[src/rtl/pwm_stream_loader_pkg.sv]
// rtl/pwm_stream_loader_pkg.sv - shared FSM encoding, parameter defaults and legal beat widths
package pwm_stream_loader_pkg;

    localparam int PWM_DEF_DRAM = 32;
    localparam int PWM_DEF_WPB  = 2;
    localparam int PWM_DEF_ADDR = 12;

    typedef enum logic [1:0] {
        ST_IDLE = 2'd0,
        ST_RUN  = 2'd1,
        ST_HALF = 2'd2,
        ST_DONE = 2'd3
    } pwm_state_e;

    // Only two or four words per beat map onto the two BRAM ports.
    function automatic bit pwm_wpb_legal(input int wpb);
        return (wpb == 2) || (wpb == 4);
    endfunction

endpackage

[src/rtl/pwm_stream_addr_gen.sv]
// rtl/pwm_stream_addr_gen.sv - port A/B word addresses for one beat (or beat half)
module pwm_stream_addr_gen
    import pwm_stream_loader_pkg::*;
#(
    parameter int PRM_WPB  = PWM_DEF_WPB,
    parameter int PRM_ADDR = PWM_DEF_ADDR
) (
    input  logic [PRM_ADDR-1:0] base_i,
    input  logic [PRM_ADDR-1:0] beat_i,
    input  logic                half_i,
    output logic [PRM_ADDR-1:0] addr_a_o,
    output logic [PRM_ADDR-1:0] addr_b_o
);

    localparam int WPB_SHIFT = (PRM_WPB == 4) ? 2 : 1;

    logic [PRM_ADDR-1:0] beat_off;
    logic [PRM_ADDR-1:0] half_off;

    // Arithmetic is modulo 2^PRM_ADDR, so a transfer may wrap past the top word.
    assign beat_off = beat_i << WPB_SHIFT;
    assign half_off = {{(PRM_ADDR-2){1'b0}}, half_i, 1'b0};
    assign addr_a_o = base_i + beat_off + half_off;
    assign addr_b_o = addr_a_o + PRM_ADDR'(1);

endmodule

[src/rtl/pwm_stream_loader.sv]
// rtl/pwm_stream_loader.sv - stream-to-dual-port BRAM loader; PWM_STREAM_TLAST_EN adds TLAST checking
module pwm_stream_loader
    import pwm_stream_loader_pkg::*;
#(
    parameter int PRM_DRAM = PWM_DEF_DRAM,
    parameter int PRM_WPB  = PWM_DEF_WPB,
    parameter int PRM_DAXI = PRM_WPB * PRM_DRAM,
    parameter int PRM_ADDR = PWM_DEF_ADDR
) (
    input  logic                iSYS_CLK,
    input  logic                iSYS_RST,
    input  logic                iFSM_START,
    input  logic [PRM_ADDR-1:0] iCFG_BASE,
    input  logic [PRM_ADDR-1:0] iCFG_BEATS,
    output logic                oFSM_DONE,
    input  logic                iRs_Tvalid,
    input  logic [PRM_DAXI-1:0] iRs_Tdata,
    input  logic                iRs_Tlast,
    output logic                oRs_Tready,
    output logic                oB1_enA,
    output logic                oB1_weA,
    output logic [PRM_ADDR-1:0] oB1_addrA,
    output logic [PRM_DRAM-1:0] oB1_dinA,
    output logic                oB1_enB,
    output logic                oB1_weB,
    output logic [PRM_ADDR-1:0] oB1_addrB,
    output logic [PRM_DRAM-1:0] oB1_dinB,
    output logic                oERR
);

    generate
        if (!pwm_wpb_legal(PRM_WPB)) begin : g_bad_wpb
            $error("pwm_stream_loader: PRM_WPB must be 2 or 4");
        end
    endgenerate

    pwm_state_e          state_q, state_d;
    logic [PRM_ADDR-1:0] base_q, beats_q, cnt_q, cnt_d;
    logic                start_ok, all_accepted, tready, accept, is_half, wr_fire;
    logic [PRM_ADDR-1:0] gen_beat, gen_addr_a, gen_addr_b;
    logic [PRM_DRAM-1:0] hold_a, hold_b, word_a, word_b;
    logic                wr_en_q;
    logic [PRM_ADDR-1:0] addr_a_q, addr_b_q;
    logic [PRM_DRAM-1:0] din_a_q, din_b_q;

    assign start_ok     = (state_q == ST_IDLE) && iFSM_START;
    assign all_accepted = (cnt_q == beats_q);
    assign tready       = (state_q == ST_RUN) && !all_accepted && !iSYS_RST;
    assign accept       = tready && iRs_Tvalid;
    assign is_half      = (state_q == ST_HALF);
    assign wr_fire      = accept || is_half;

    // The HALF cycle writes the upper words of the beat counted on the previous cycle.
    assign gen_beat = is_half ? (cnt_q - PRM_ADDR'(1)) : cnt_q;

    pwm_stream_addr_gen #(
        .PRM_WPB  (PRM_WPB),
        .PRM_ADDR (PRM_ADDR)
    ) u_addr_gen (
        .base_i   (base_q),
        .beat_i   (gen_beat),
        .half_i   (is_half),
        .addr_a_o (gen_addr_a),
        .addr_b_o (gen_addr_b)
    );

    generate
        if (PRM_WPB == 4) begin : g_hold
            logic [PRM_DRAM-1:0] hold_a_q, hold_b_q;
            always_ff @(posedge iSYS_CLK) begin
                if (iSYS_RST) begin
                    hold_a_q <= '0;
                    hold_b_q <= '0;
                end else if (accept) begin
                    hold_a_q <= iRs_Tdata[2*PRM_DRAM +: PRM_DRAM];
                    hold_b_q <= iRs_Tdata[3*PRM_DRAM +: PRM_DRAM];
                end
            end
            assign hold_a = hold_a_q;
            assign hold_b = hold_b_q;
        end else begin : g_no_hold
            assign hold_a = '0;
            assign hold_b = '0;
        end
    endgenerate

    assign word_a = is_half ? hold_a : iRs_Tdata[0 +: PRM_DRAM];
    assign word_b = is_half ? hold_b : iRs_Tdata[PRM_DRAM +: PRM_DRAM];

    always_comb begin
        state_d = state_q;
        cnt_d   = cnt_q;
        case (state_q)
            ST_IDLE: begin
                if (iFSM_START) begin
                    cnt_d   = '0;
                    state_d = (iCFG_BEATS == '0) ? ST_DONE : ST_RUN;
                end
            end
            ST_RUN: begin
                // Once every beat is in, this RUN cycle carries the final write; DONE follows it.
                if (accept) begin
                    cnt_d = cnt_q + PRM_ADDR'(1);
                    if (PRM_WPB == 4) begin
                        state_d = ST_HALF;
                    end
                end else if (all_accepted) begin
                    state_d = ST_DONE;
                end
            end
            ST_HALF: state_d = ST_RUN;
            ST_DONE: state_d = ST_IDLE;
            default: state_d = ST_IDLE;
        endcase
    end

    always_ff @(posedge iSYS_CLK) begin
        if (iSYS_RST) begin
            state_q <= ST_IDLE;
            base_q  <= '0;
            beats_q <= '0;
            cnt_q   <= '0;
        end else begin
            state_q <= state_d;
            cnt_q   <= cnt_d;
            if (start_ok) begin
                base_q  <= iCFG_BASE;
                beats_q <= iCFG_BEATS;
            end
        end
    end

    always_ff @(posedge iSYS_CLK) begin
        if (iSYS_RST) begin
            wr_en_q  <= 1'b0;
            addr_a_q <= '0;
            addr_b_q <= '0;
            din_a_q  <= '0;
            din_b_q  <= '0;
        end else begin
            wr_en_q <= wr_fire;
            if (wr_fire) begin
                addr_a_q <= gen_addr_a;
                addr_b_q <= gen_addr_b;
                din_a_q  <= word_a;
                din_b_q  <= word_b;
            end
        end
    end

    assign oFSM_DONE  = (state_q == ST_DONE) && !iSYS_RST;
    assign oRs_Tready = tready;
    assign oB1_enA    = wr_en_q;
    assign oB1_weA    = wr_en_q;
    assign oB1_addrA  = addr_a_q;
    assign oB1_dinA   = din_a_q;
    assign oB1_enB    = wr_en_q;
    assign oB1_weB    = wr_en_q;
    assign oB1_addrB  = addr_b_q;
    assign oB1_dinB   = din_b_q;

`ifdef PWM_STREAM_TLAST_EN
    logic last_beat;
    logic err_q;

    assign last_beat = (cnt_q == beats_q - PRM_ADDR'(1));

    always_ff @(posedge iSYS_CLK) begin
        if (iSYS_RST) begin
            err_q <= 1'b0;
        end else if (start_ok) begin
            err_q <= 1'b0;
        end else if (accept && (iRs_Tlast != last_beat)) begin
            err_q <= 1'b1;
        end
    end

    assign oERR = err_q;
`else
    logic unused_tlast;
    assign unused_tlast = iRs_Tlast;
    assign oERR         = 1'b0;
`endif

endmodule

[config.mk]
export PLATFORM = sky130hd
export DESIGN_NAME = pwm_stream_loader
export DESIGN_NICKNAME = d
export VERILOG_FILES = /design/src/rtl/pwm_stream_loader_pkg.sv /design/src/rtl/pwm_stream_addr_gen.sv /design/src/rtl/pwm_stream_loader.sv
export SDC_FILE = /design/constraint.sdc
export NUM_CORES = 1
export LEC_CHECK = 0
export CORE_MARGIN = 2
export CORE_UTILIZATION = 40
export CTS_CLUSTER_DIAMETER = 150
export CTS_CLUSTER_SIZE = 30
export DETAILED_ROUTE_END_ITERATION = 12
export GPL_ROUTABILITY_DRIVEN = 0
export PLACE_DENSITY = 0.78
export SLEW_MARGIN = 30
export SYNTH_ARGS = -nofsm -noshare
export SYNTH_HDL_FRONTEND = slang
export SYNTH_SLANG_ARGS = --single-unit
[constraint.sdc]
create_clock -name iSYS_CLK -period 6.7 [get_ports iSYS_CLK]
set_clock_uncertainty 0.05 [all_clocks]
set_input_delay 1.34 -clock iSYS_CLK [delete_from_list [all_inputs] [get_ports iSYS_CLK]]
set_output_delay 1.34 -clock iSYS_CLK [all_outputs]
set_load 0.03 [all_outputs]
==> impl_summary.txt, run 1 <==
----------------------------------------------------
[Outcome]
  Run status ... completed

[Power and ir drop]
  Final Power ... 2.085 mW
  Combinational group share of total power ... 13.8%
  Total power per unit cell area ... 256.6 nW/um2
  Clock group share of total power ... 47.5%
  Leakage component of the power ... 2.907 nW
  Internal power consumption ... 1.583 mW
  Part of the total power dissipated in sequential elements ... 38.7%
  Switching power share of the total ... 24.05%
  Maximum resistive drop on vdd ... 132.2 uV
  Net Sw Power ... 0.5014 mW

[Detailed routing]
  M1 WL ... 6.534 mm
  Routed wire length on met3 ... 824 um
  WL/cell ... 13.48 um
  Remaining DRCs ... 0
  Uppermost layer routed ... met4
  Final wirelength ... 14.18 mm
  DRT antenna net count ... 0
  Met2 wire len ... 6.531 mm
  Detailed Routing Iterations Pass 1 ... 4
  Vias ... 5,116
  Detail-routed via count per cell ... 4.863
  Number of DRC markers in iteration 0 ... 245

[Timing]
  Tmin final ... 4050 ps
  Sum of negative setup slack ... 0 ps
  Headroom to the max-slew limit ... 43.18%
  Worst slack on hold paths ... 400.9 ps
  Count of final setup violators ... 0
  Number of pins with negative max-slew slack in the final report ... 0
  Maximum frequency from static timing analysis ... 0.2469 GHz
  Unrepaired setup endpoints after global routing ... no
  Actual slew at the worst max-slew pin ... 849.2 ps
  Fraction of the cycle the final worst path needs ... 60.44%
  Final hold viol count ... 0

[Placed design]
  Final HPWL DP ... 9.906 mm
  Port Buf Inserts ... 185
  Cell area after placement ... 7488 um2

[Layout]
  Count of nets after finishing ... 974
  Layout cells sized above 1 ... 4.817%
  Antenna diode count ... 0
  Post-Route Utilization ... 58.99%
  Most frequent standard cell in the layout excluding fill and tap cells ... nand2_1
  Synth-to-layout area growth ... 44.66%
  Layout filler cell count ... 1,254
  Highest-count cells in the layout ignoring fill and taps ... nand2_1, clkdlybuf4s50_1, dfxtp_1
  Post-layout instance area ... 8125 um2

[Clock network]
  Largest buffer count on any clock path ... 2
  Resize count post-CTS ... 0
  Post-CTS repair timing setup buffer count ... 0
  Clock net sink count ... 127
  TritonCTS clock tree ... built
  Number of buffers inserted for hold repair after clock tree synthesis ... 0
  Number of clock buffers inserted by TritonCTS ... 17
  CTS root buffer ... clkbuf_16
  Clock insertion delay at the later pin of the skew report ... 410 ps
  Clock-pin transition on the worst setup and hold timing paths ... 50 ps
  H-tree lvl count ... 4

[Setup path]
  Req. time, crit path ... 5310 ps
  Data arrival time at the worst-slack endpoint ... 2660 ps
  WS Path Type ... in -> out
  Ordered list of cells on the worst path ... buf_2 -> buf_4 -> nor2_1 -> clkdlybuf4s50_1
  Count of buffering cells on the critical path with inverters included ... 3
  Family with the most delay on the worst path ... buffers and inverters
  Slowest cell on the critical path ... clkdlybuf4s50_1
  Max Fanout on Critical Path ... 56
  Kind of launch point of the worst setup path ... primary input
  Capturing element type of the critical path ... output pin
  Crit path largest cell delay ... 620 ps

[Floorplan]
  Core ar. ... 13,770 um2
  DIE HEIGHT ... 122.5 um
  Number of core rows ... 43
  Die outline width ... 122.5 um
  Effective utilization at floorplan ... 40.78%
  I/O pin cnt ... 188
  Full die area ... 15,010 um2

[Yosys]
  FF+latch count, synth ... 127
  Number of synthesized flops with an enable pin ... 0
  Number of distinct library cells after synthesis ... 44
  Synthesized netlist cell count ... 703
  Net count of the mapped netlist ... 818
  Dominant register cell in the synthesized netlist ... dfxtp_1
  Fraction of synthesis flops using an asynchronous set or reset pin ... 0%
  Cell type contributing the most total cell area after synthesis ... dfxtp_1
  Top area cells in the synthesized netlist ... dfxtp_1, nand2_1, a21oi_1
  Share of the yosys chip area belonging to registers ... 45.27%
  Fraction of post-synthesis cell area in the top cell type by area ... 45.27%
  Post-synthesis instance area ... 5617 um2
  Count of yosys warnings during synthesis ... 0
  Average instance area after synthesis ... 7.990 um2

[Global routing]
  Total routing usage reported by global routing ... 18.77%
  Maximum number of pins on one net before global-route repair ... 75
  Number of global-route vias before repair ... 4,643
  GRT Residual Overflow ... 0
  Global-route wire length before repair ... 22.36 mm
  Initial antenna violation count ... 0

[Job]
  MaxCap Viol Count ... 0

[Hold path]
  Hold/Removal Path Class ... reg -> reg

----------------------------------------------------
[synthesized netlist by cell type (2+ instances only)]
library cell,number
nand2_1,208
dfxtp_1,127
a21oi_1,107
nor2_1,43
xnor2_1,31
clkbuf_1,29
ha_1,21
xor2_1,19
a211oi_1,15
buf_2,15
nor3_1,10
inv_1,9
nand3_1,9
nand4_1,8
nand2b_1,7
buf_4,5
nor4_1,4
o21a_1,4
o21ai_0,3
and2_1,2
and4_1,2
o221ai_1,2
or4_1,2
[routing by layer]
| layer | GRT usage (%) | up-vias |
|---|---|---|
| met4 | 7.543 | 0 |
| met3 | 5.204 | 27 |
| li1 | - | 2634 |
| met1 | 24.65 | 2292 |
| met2 | 29.13 | 163 |
| met5 | 0 | - |
[worst paths after layout]
kind                                          startpoint                          to  slack (ps)  cells past startpoint
worst max-delay path                            iSYS_RST                   oFSM_DONE        2650                      4
worst min-delay path            oB1_dinB[4]$_SDFFE_PP0P_    oB1_dinB[4]$_SDFFE_PP0P_         400                      2
worst max register to register   state_q[1]$_SDFFE_PP0P_  oB1_addrB[11]$_SDFFE_PP0P_        2780                     13
worst min register to register  oB1_dinB[4]$_SDFFE_PP0P_    oB1_dinB[4]$_SDFFE_PP0P_         400                      2
[final cells by class]
| type | instances | area (um2) | share of cell area, % |
|---|---|---|---|
| multi-input combinational | 515 | 2810 | 34.59 |
| sequential | 127 | 2542 | 31.29 |
| timing repair buffer | 189 | 1877 | 23.10 |
| clock buffer | 20 | 446.7 | 5.497 |
| tap | 180 | 225.2 | 2.772 |
| clock inverter | 12 | 190.2 | 2.341 |
| inverter | 9 | 33.78 | 0.4158 |
[flip-flops by register name, summed over array words and instances, names as in the netlist]
name	count
oB1_enA	1
state_q	2
base_q	12
oB1_addrB	12
beats_q	12
oB1_dinA	32
cnt_q	12
oB1_addrA	12
oB1_dinB	32
[worst reg2reg max path: cells and delay by family, from the launching register on]
| family | cells | cell delay (ps) |
|---|---|---|
| XOR/XNOR | 3 | 450 |
| adder cells (fa/ha/maj) | 2 | 600 |
| AND/OR/NAND/NOR | 4 | 1510 |
| flip-flops | 1 | 420 |
| AO/OA/AOI/OAI | 4 | 810 |
[power groups by stage]
stage	sequential (mW)	combinational [mW]	clock, mW
CTS	0.807	0.290	1.00
global placement	0.821	0.286	0
floorplan	0.861	0.124	0
finish	0.807	0.288	0.990
detailed placement	0.823	0.288	0
global route	0.810	0.313	1.04
[cells by family (layout without fill, tap and decap cells)]
family | after synthesis | after routing | share of synthesized area (%)
AO/OA/AOI/OAI | 136 | 136 | 13.37
buffers and inverters | 61 | 230 | 4.901
other | 1 | 1 | 0.06677
adder cells (fa/ha/maj) | 22 | 22 | 5.035
XOR/XNOR | 51 | 51 | 8.087
flip-flops | 127 | 127 | 45.27
AND/OR/NAND/NOR | 305 | 305 | 23.28
[per-stage QoR]
step / setup WS, ps / std cells
CTS: 2657 / 1052
global placement: 2658 / 1020
floorplan: 3089 / 703
finish: 2650 / 1052
detailed placement: 2654 / 1020
global route: 2479 / 1052
Note: power is estimated with default switching activity, not from simulation.
==> run 2, diff against run 1 <==
==> constraint.sdc (replaced) <==
create_clock -name iSYS_CLK -period 4.14 [get_ports iSYS_CLK]
set_clock_uncertainty 0.05 [all_clocks]
set_input_delay 0.828 -clock iSYS_CLK [delete_from_list [all_inputs] [get_ports iSYS_CLK]]
set_output_delay 0.828 -clock iSYS_CLK [all_outputs]
set_load 0.03 [all_outputs]
==> impl_summary.txt, run 2 (synthesized netlist as in run 1, its figures left out) <==
----------------------------------------------------
[Hold path]
  Hold/Removal Path Class ... reg -> reg

[Timing]
  Worst slack on hold paths ... 400.3 ps (-0.6280 ps)
  Count of final setup violators ... 0 (unchanged)
  Maximum frequency from static timing analysis ... 0.2672 GHz
  Fraction of the cycle the final worst path needs ... 90.40%
  Unrepaired setup endpoints after global routing ... no
  Tmin final ... 3742 ps
  Sum of negative setup slack ... 0 ps (unchanged)
  Final hold viol count ... 0 (unchanged)
  Headroom to the max-slew limit ... 41.25% (-1.9 points)
  Actual slew at the worst max-slew pin ... 878.0 ps (+28.77 ps)
  Number of pins with negative max-slew slack in the final report ... 0 (unchanged)

[Global routing]
  Total routing usage reported by global routing ... 18.50% (-0.27 points)
  Maximum number of pins on one net before global-route repair ... 65 (-13%)
  GRT Residual Overflow ... 0 (unchanged)
  Global-route wire length before repair ... 21.94 mm (-1.9%)
  Number of global-route vias before repair ... 4,549 (-2.0%)
  Initial antenna violation count ... 0 (unchanged)

[Detailed routing]
  Final wirelength ... 14.06 mm (-0.85%)
  Remaining DRCs ... 0 (unchanged)
  Vias ... 5,158 (+0.82%)
  Detail-routed via count per cell ... 4.908 (+0.92%)
  DRT antenna net count ... 0 (unchanged)
  Detailed Routing Iterations Pass 1 ... 4 (unchanged)
  WL/cell ... 13.37 um (-0.75%)
  Number of DRC markers in iteration 0 ... 300 (+22%)

[Layout]
  Most frequent standard cell in the layout excluding fill and tap cells ... nand2_1
  Finished Layout Cells ... 1,051 (-0.095%)
  Layout filler cell count ... 1,239 (-1.2%)
  Highest-count cells in the layout ignoring fill and taps ... nand2_1, clkdlybuf4s50_1, dfxtp_1
  Synth-to-layout area growth ... 44.15%
  Layout cells sized above 1 ... 4.592% (-0.22 points)
  Count of nets after finishing ... 975 (+0.10%)
  Antenna diode count ... 0 (unchanged)

[Clock network]
  Clock-pin transition on the worst setup and hold timing paths ... 60 ps (about the same)
  Resize count post-CTS ... 0 (unchanged)
  Largest buffer count on any clock path ... 2 (unchanged)
  CTS root buffer ... clkbuf_16
  Number of clock buffers inserted by TritonCTS ... 17 (unchanged)
  Number of buffers inserted for hold repair after clock tree synthesis ... 0 (unchanged)
  H-tree lvl count ... 4 (unchanged)
  Clock insertion delay at the later pin of the skew report ... 410 ps (about the same)
  TritonCTS clock tree ... built
  Clock net sink count ... 127 (unchanged)
  Post-CTS repair timing setup buffer count ... 0 (unchanged)

[Placed design]
  Placed Cells ... 1,021 (+0.098%)
  Port Buf Inserts ... 185 (unchanged)
  Final HPWL DP ... 9.984 mm (+0.79%)

[Power and ir drop]
  Net Sw Power ... 0.7829 mW (+56%)
  Maximum resistive drop on vdd ... 211.4 uV (+60%)
  Leakage component of the power ... 2.897 nW (-0.34%)
  Final Power ... 3.253 mW (+56%)
  Clock group share of total power ... 45.5% (-2.0 points)
  Total power per unit cell area ... 401.8 nW/um2 (+57%)
  Internal power consumption ... 2.470 mW (+56%)
  Switching power share of the total ... 24.06% (about the same)
  Part of the total power dissipated in sequential elements ... 40.1% (+1.4 points)
  Combinational group share of total power ... 14.4% (+0.6 points)

[Floorplan]
  Core ar. ... 13,770 um2 (unchanged)
  I/O pin cnt ... 188 (unchanged)
  DIE HEIGHT ... 122.5 um (unchanged)
  Die outline width ... 122.5 um (unchanged)
  Number of core rows ... 43 (unchanged)
  Effective utilization at floorplan ... 40.78% (unchanged)
  Full die area ... 15,010 um2 (unchanged)

[Setup path]
  Data arrival time at the worst-slack endpoint ... 4010 ps (+1350 ps)
  Max Fanout on Critical Path ... 7 (-88%)
  WS Path Type ... reg -> reg
  Req. time, crit path ... 4410 ps (-900 ps)
  Capturing element type of the critical path ... flop
  Kind of launch point of the worst setup path ... flop

[Outcome]
  Run status ... completed

[Job]
  MaxCap Viol Count ... 0 (unchanged)

----------------------------------------------------
## run 2: cell count changes in the layout (fill, tap and decap cells not counted)
cell	delta
clkbuf_1	+1
clkinv_2	-1
bufinv_16	-2
clkinvlp_4	-2
clkbuf_8	+2
buf_12	+1
## run 2: path summary, 6_finish.rpt
kind / from / to / slack, ps / cells past startpoint
min: oB1_dinB[4]$_SDFFE_PP0P_ / oB1_dinB[4]$_SDFFE_PP0P_ / 400 / 2
max: state_q[0]$_SDFFE_PP0P_ / oB1_addrB[11]$_SDFFE_PP0P_ / 400 / 13
min reg2reg: oB1_dinB[4]$_SDFFE_PP0P_ / oB1_dinB[4]$_SDFFE_PP0P_ / 400 / 2
max reg2reg: state_q[0]$_SDFFE_PP0P_ / oB1_addrB[11]$_SDFFE_PP0P_ / 400 / 13
## run 2: layout make-up
cell class / count / area [um2] / area share (%)
multi-input combinational: 515 / 2810 / 34.71
sequential: 127 / 2542 / 31.40
timing repair buffer: 190 / 1897 / 23.43
clock buffer: 23 / 478.0 / 5.903
tap: 180 / 225.2 / 2.782
clock inverter: 7 / 110.1 / 1.360
inverter: 9 / 33.78 / 0.4172
## run 2: metrics by stage
stage               utilization (%)  setup WS [ps]  cell area, um2
detailed placement            54.51          454.7            7508
global route                  58.78          66.60            8097
finish                        58.78          397.5            8097
floorplan                         -          641.6            5617
global placement              54.51          491.8            7508
CTS                           58.78          418.9            8097
## run 2: per-layer routing
layer / track usage (%) / vias up / routed length, um
met5: 0 / - / 0
met2: 28.89 / 165 / 6491
met1: 23.85 / 2328 / 6221
met3: 4.926 / 32 / 914
met4: 8.477 / 0 / 429
li1: - / 2633 / -
## run 2: power by group through the flow
stage	registers [mW]	logic [mW]	clock network, mW
2_1_floorplan	1.39	0.201	0
3_3_place_gp	1.33	0.463	0
3_5_place_dp	1.33	0.467	0
4_1_cts	1.31	0.470	1.51
5_1_grt	1.31	0.511	1.56
6_report	1.31	0.467	1.48
## run 2: critical path, cell delays in order (launching register included)
cell and delay, ps:
dfxtp_1 360, nand2b_1 250, or4b_4 600, nor3_1 200, xor2_1 170, ha_1 250, ha_1 340, o21a_1 230
o21a_1 180, o22ai_1 170, xor2_1 140, nor4_1 380, xor2_1 110, a211oi_1 220
==> run 3, diff against run 2 <==
--- a/config.mk
+++ b/config.mk
@@ -8,7 +8,6 @@
 export CORE_MARGIN = 2
 export CORE_UTILIZATION = 40
 export CTS_CLUSTER_DIAMETER = 150
-export CTS_CLUSTER_SIZE = 30
 export DETAILED_ROUTE_END_ITERATION = 12
 export GPL_ROUTABILITY_DRIVEN = 0
 export PLACE_DENSITY = 0.78
==> results of run 3 <==
The final DEF is identical to that of run 2; final timing and power are the same.
